--- src/rtl/trace_ref_fifo.sv ---
// Golden-entry FIFO: one push and up to NUM_POP pops per cycle.
// The NUM_POP oldest entries are exposed in parallel so every writeback lane
// can be compared in the same cycle.
module trace_ref_fifo #(
  parameter int ENTRY_W = 69,
  parameter int DEPTH   = 8,
  parameter int NUM_POP = 2
) (
  input  logic                                clk,
  input  logic                                rst_n,
  input  logic                                push,
  input  logic [ENTRY_W-1:0]                  push_data,
  input  logic [$clog2(NUM_POP+1)-1:0]        pop_n,
  output logic [NUM_POP*ENTRY_W-1:0]          head,
  output logic [$clog2(DEPTH):0]              count
);

  localparam int AW    = $clog2(DEPTH);
  localparam int CNT_W = AW + 1;

  logic [ENTRY_W-1:0] mem [DEPTH];
  logic [AW-1:0]      wr_ptr;
  logic [AW-1:0]      rd_ptr;

  // Pointer and occupancy tracking; pointers wrap naturally at DEPTH (power of 2)
  always_ff @(posedge clk or negedge rst_n) begin
    if (!rst_n) begin
      wr_ptr <= '0;
      rd_ptr <= '0;
      count  <= '0;
    end else begin
      if (push) wr_ptr <= wr_ptr + AW'(1);
      rd_ptr <= rd_ptr + AW'(pop_n);
      count  <= count + CNT_W'(push) - CNT_W'(pop_n);
    end
  end

  // Storage write; contents need no reset since occupancy gates every read
  always_ff @(posedge clk) begin
    if (push) mem[wr_ptr] <= push_data;
  end

  for (genvar gi = 0; gi < NUM_POP; gi++) begin : g_head
    assign head[gi*ENTRY_W +: ENTRY_W] = mem[rd_ptr + AW'(gi)];
  end

endmodule

--- config.mk ---
export PLATFORM = sky130hd
export DESIGN_NAME = trace_ref_fifo
export DESIGN_NICKNAME = d
export VERILOG_FILES = /design/src/rtl/trace_ref_fifo.sv
export SDC_FILE = /design/constraint.sdc
export NUM_CORES = 1
export LEC_CHECK = 0
export ABC_AREA = 1
export CAP_MARGIN = 5
export CORE_MARGIN = 3
export CORE_UTILIZATION = 54
export CTS_CLUSTER_DIAMETER = 40
export DETAILED_ROUTE_END_ITERATION = 7
export PLACE_DENSITY_LB_ADDON = 0.25
export SLEW_MARGIN = 20
export SYNTH_ARGS = -nofsm -noshare
export SYNTH_HDL_FRONTEND = slang
export SYNTH_SLANG_ARGS = --single-unit
--- constraint.sdc ---
create_clock -name clk -period 4.2 [get_ports clk]
set_clock_uncertainty 0.1 [all_clocks]
set_input_delay 0.63 -clock clk [delete_from_list [all_inputs] [get_ports clk]]
set_output_delay 0.63 -clock clk [all_outputs]
set_load 0.01 [all_outputs]
# Word-level counts from Yosys, hierarchy flattened
# Memories as Yosys holds them, arrays and structs flattened.
# Cells that the tools add are included.
# op_classes
addsub	5
multipliers	0
n_div	0
n_lt_le_gt_ge	0
eq_ne	0
shift	0
mux	2
n_bitwise	0
n_reduce_logical	0
# op_table
cell	count
3-bit by 1-bit adder with 3-bit output (second input constant)	2
4-bit by 1-bit adder with 4-bit output	1
4-bit by 2-bit subtractor with 4-bit output	1
3-bit by 2-bit adder with 3-bit output	1
1-bit two-way mux	2
# word_totals
reg_bits	10
latch_bits	0
ram_bits	552
romBits	0
inputBits	74
out_inout_bits	142
wordCells	11
n_memories	1
# mem_list
memory	words	word_bits	read_ports	rd_ports_with_merged_regs	wr	line	text
mem	8	69	2	0	1	21	logic [ENTRY_W-1:0] mem [DEPTH];

# Depth between registers and ports, before layout
# logic_depth
word_depth	2
ltp_mapped	10
ltp_nobuf	7

# Worst setup path before layout
# Ideal clock, no wire load.
# synth_timing
path_kind	in2reg
from	in push
to	mem mem[0][0] (enable)
setup_time_ns	0.496
arrival_ns	3.863
required_time_ns	3.604
path_slack_ns	-0.259
path_stages	3
path_buffers	0
path_cell_list	inv_1 > or2_2 > nor2_1
# synth_via
elab_chain_cells	2
# synth_lines
element	line	text
start, declared	11	input logic push,
1-bit two-way mux	40	if (push) mem[wr_ptr] <= push_data;
1-bit two-way mux (implied by the code)	40	
end, declared	21	
# No other way between the ends.

# Final worst setup path
# layout_timing
from	reg rd_ptr[0]
to	out head[112]
# layout_via
elab_chain_cells	2
# layout_lines
element	line	text
start, declared	23	logic [AW-1:0] rd_ptr;
start signal, assigned	33	rd_ptr <= rd_ptr + AW'(pop_n);
3-bit by 1-bit adder with 3-bit output	44	assign head[gi*ENTRY_W +: ENTRY_W] = mem[rd_ptr + AW'(gi)];
memory 8 x 69 bit	n/a	
end, declared	14	output logic [NUM_POP*ENTRY_W-1:0] head,
# No other way between the ends.

==> results.py <==
metrics = {
    "floorplanning": {
        "die_h_um": 241,
        "dieArea_um2": 58000,
        "fp.dieW_um": 241,
        "rows": 85,
        "initial_core_util_pct": 54.9,
        "io_pins": 216,
        "core_um2": 54200,
    },
    "power_and_ir_drop": {
        "total_leakage_power_nw": 16.7,
        "ir_drop_mv": 1.02,
        "p_per_area_nw_per_um2": 885,
    },
    "clock_tree": {
        "clockBufferDepth": 3,
        "cts_setup_buffers": 0,
        "clk_pin_slew_ns": 0.05,
        "clk_latency_ns": 0.62,
        "cts_tree": "yes",
        "cts-root-buf": "clkbuf_16",
        "post_cts_resized": 0,
        "h-tree-depth": 3,
        "cts_hold_buf": 0,
        "cts_buffers": 83,
        "clock-sinks": 562,
    },
    "global_routing": {
        "grtUsageTotal_pct": 27.1,
        "grt_pass1_vias": 22500,
        "grt_max_degree": 247,
        "grt_pass1_wl_mm": 121,
        "overflow": 0,
        "antenna_found_initial": 3,
    },
    "worst_setup_path": {
        "path_cells": "ha_4, xnor2_4, clkinv_2, buf_4, nand2_1, nand2_1, clkdlybuf4s50_1",
        "end_kind": "primary output",
        "slowest_stage": "dfrtp_4",
        "cp_common_cell": "nand2_1",
        "cp_data_required_time_ns": 3.47,
        "criticalPathCategory": "reg2out",
        "crit_family": "buffers and inverters",
        "crit_path_start_kind": "flop",
        "r2r_slack_ns": 1.95,
        "cp_max_fo": 24,
        "crit-reg2reg-launch": "rd_ptr[0]$_DFF_PN0_",
        "r2r-end": "rd_ptr[2]$_DFF_PN0_",
        "worst_path_largest_cell_delay_ns": 0.55,
        "crit_arrival_ns": 3.11,
        "r2r_cells": 5,
        "cp_num_buf_inv": 3,
    },
    "yosys": {
        "synth_top_cell_by_area": "edfxtp_1",
        "synth_common_cells": "nand2_1, inv_1, nand3_1",
        "yosysMostFrequentCell": "nand2_1",
        "synth_area_leaders": "edfxtp_1, nand2_1, nand3_1",
        "synth_seq_cells": 562,
        "synth_edf_count": 552,
        "async_reset_ff_share_pct": 1.78,
        "yosys_warnings": 0,
        "syn_area_um2": 29800,
        "synth_top_area_share_pct": 55.6,
        "syn_area_per_cell_um2": 7.99,
        "yosysUniqueCellTypes": 21,
        "synthCells": 3729,
        "synthFlopType": "edfxtp_1",
        "synth.yosys.seq_area_share_pct": 56.5,
        "synthesis.nets": 3813,
    },
    "run": {
        "maxCapViolations": 0,
    },
    "timing": {
        "grt_setup_unrepaired": "no",
        "holdWs_ns": 0.291,
        "period_share_pct": 91.4,
        "fin_setup_tns_ns": 0,
        "drv_slew": 0,
        "finalHoldViolations": 0,
        "finalCriticalPeriod_ns": 3.84,
        "max_slew_margin_pct": 18.1,
        "setup_violations": 0,
        "setup_slack_ns": 0.363,
        "fmax_mhz": 261,
        "worst_slew_pin_slew_ns": 1.23,
    },
    "routing": {
        "drt_iter0_markers": 2014,
        "ant_nets": 0,
        "first_pass_iters": 6,
        "vias": 24200,
        "wl_per_cell_um": 16.9,
        "vias_per_cell": 5.23,
        "drc_errors": 0,
        "wirelength_mm": 78.5,
    },
    "cells_and_area": {
        "multiInputGateArea_um2": 9870,
        "fillers": 4372,
        "final_net_count": 3951,
        "final_cell_area_um2": 35300,
        "seqCellArea_um2": 16800,
        "drive_gt1_share_pct": 5.23,
        "synthToLayoutAreaGrowth_pct": 18.5,
        "fin_util_pct": 65.1,
    },
    "place": {
        "gp_congestion": 0.795,
        "placed_area_um2": 32500,
        "portBuffers": 215,
        "pre_cts_ws_ns": 0.989,
        "place_hpwl_mm": 43.3,
    },
    "status": {
        "outcome": "complete, no violations",
    },
    "hold_path": {
        "min_path_type": "in2async",
    },
}
## report_power, final
group	switching (mW)	internal, mW	leakage, nW
sequential	0.208	6.82	5.13
clock	2.63	4.22	1.33
combinational	10.7	6.61	10.2
## registers in the layout, indices dropped and copies added (netlist names)
signal and count:
count 4, rd_ptr 3, mem 552, wr_ptr 3
## worst reg2reg max path: cells and delay by family, from the launching register on
family                     cells  cell delay (ns)
xor gates and xnor gates       1             0.13
DFF                            1             0.51
adders and majority gates      2             0.69
buffers and inverters          2             0.70
## cell usage in the layout, fill, tap and decap left out, drive strengths merged, types with 3 or more instances in the layout
| master | Yosys | final |
|---|---|---|
| clkinvlp | 0 | 10 |
| clkinv | 1 | 29 |
| nand3 | 553 | 553 |
| ha | 8 | 8 |
| dfrtp | 10 | 10 |
| nand2 | 1804 | 1804 |
| buf | 167 | 50 |
| clkbuf | 45 | 91 |
| bufinv | 0 | 8 |
| nor2 | 8 | 8 |
| xnor2 | 4 | 4 |
| edfxtp | 552 | 552 |
| inv | 570 | 587 |
| diode | 0 | 3 |
| clkdlybuf4s50 | 0 | 215 |
## per-layer routing
layer  share of wire, %  wire length (µm)  track usage [%]  up-vias
met3                8.1              6350             4.66      162
met1                 41             32500             36.1    11200
met4                2.8              2180             10.7        2
met5              0.017                13                0        -
li1                   -                 -                -    11900
met2                 48             37500             44.7      975
## cells by family after synthesis
logic type	synth area share (%)
simple gates	32.1
compound gates	0.0336
flops	56.5
xor+xnor	0.239
buf+inv	10.6
fa+ha+maj	0.470
## cell type report
| cell class | count | share of cell area, % |
|---|---|---|
| Tap cell | 696 | 2.47 |
| Clock buffer | 91 | 6.03 |
| Antenna cell | 3 | 0.0213 |
| Timing Repair Buffer | 265 | 7.90 |
| Multi-Input combinational cell | 2384 | 27.9 |
| Inverter | 571 | 6.13 |
| Clock inverter | 63 | 1.84 |
| Sequential cell | 562 | 47.7 |
## metrics by stage
stage / std cells / total power, mW
finish: 4635 / 31.2
global route: 4633 / 33.3
CTS: 4632 / 31.4
detailed placement: 4478 / 24.4
global placement: 4478 / 24.3
floorplan: 3729 / 17.2
## worst max-delay path by stage
stage	from	end	slack [ns]	cells past startpoint
after floorplan	push	mem[0][0]$_DFFE_PP_	-0.26	3
after global placement	rd_ptr[0]$_DFF_PN0_	head[130]	1.0	8
after detailed placement	rd_ptr[0]$_DFF_PN0_	head[130]	0.99	8
after CTS	rd_ptr[0]$_DFF_PN0_	head[130]	0.32	8
after global routing	rd_ptr[0]$_DFF_PN0_	head[118]	0.17	8
final	rd_ptr[0]$_DFF_PN0_	head[112]	0.36	7
Power figures use the tool's default switching activity.
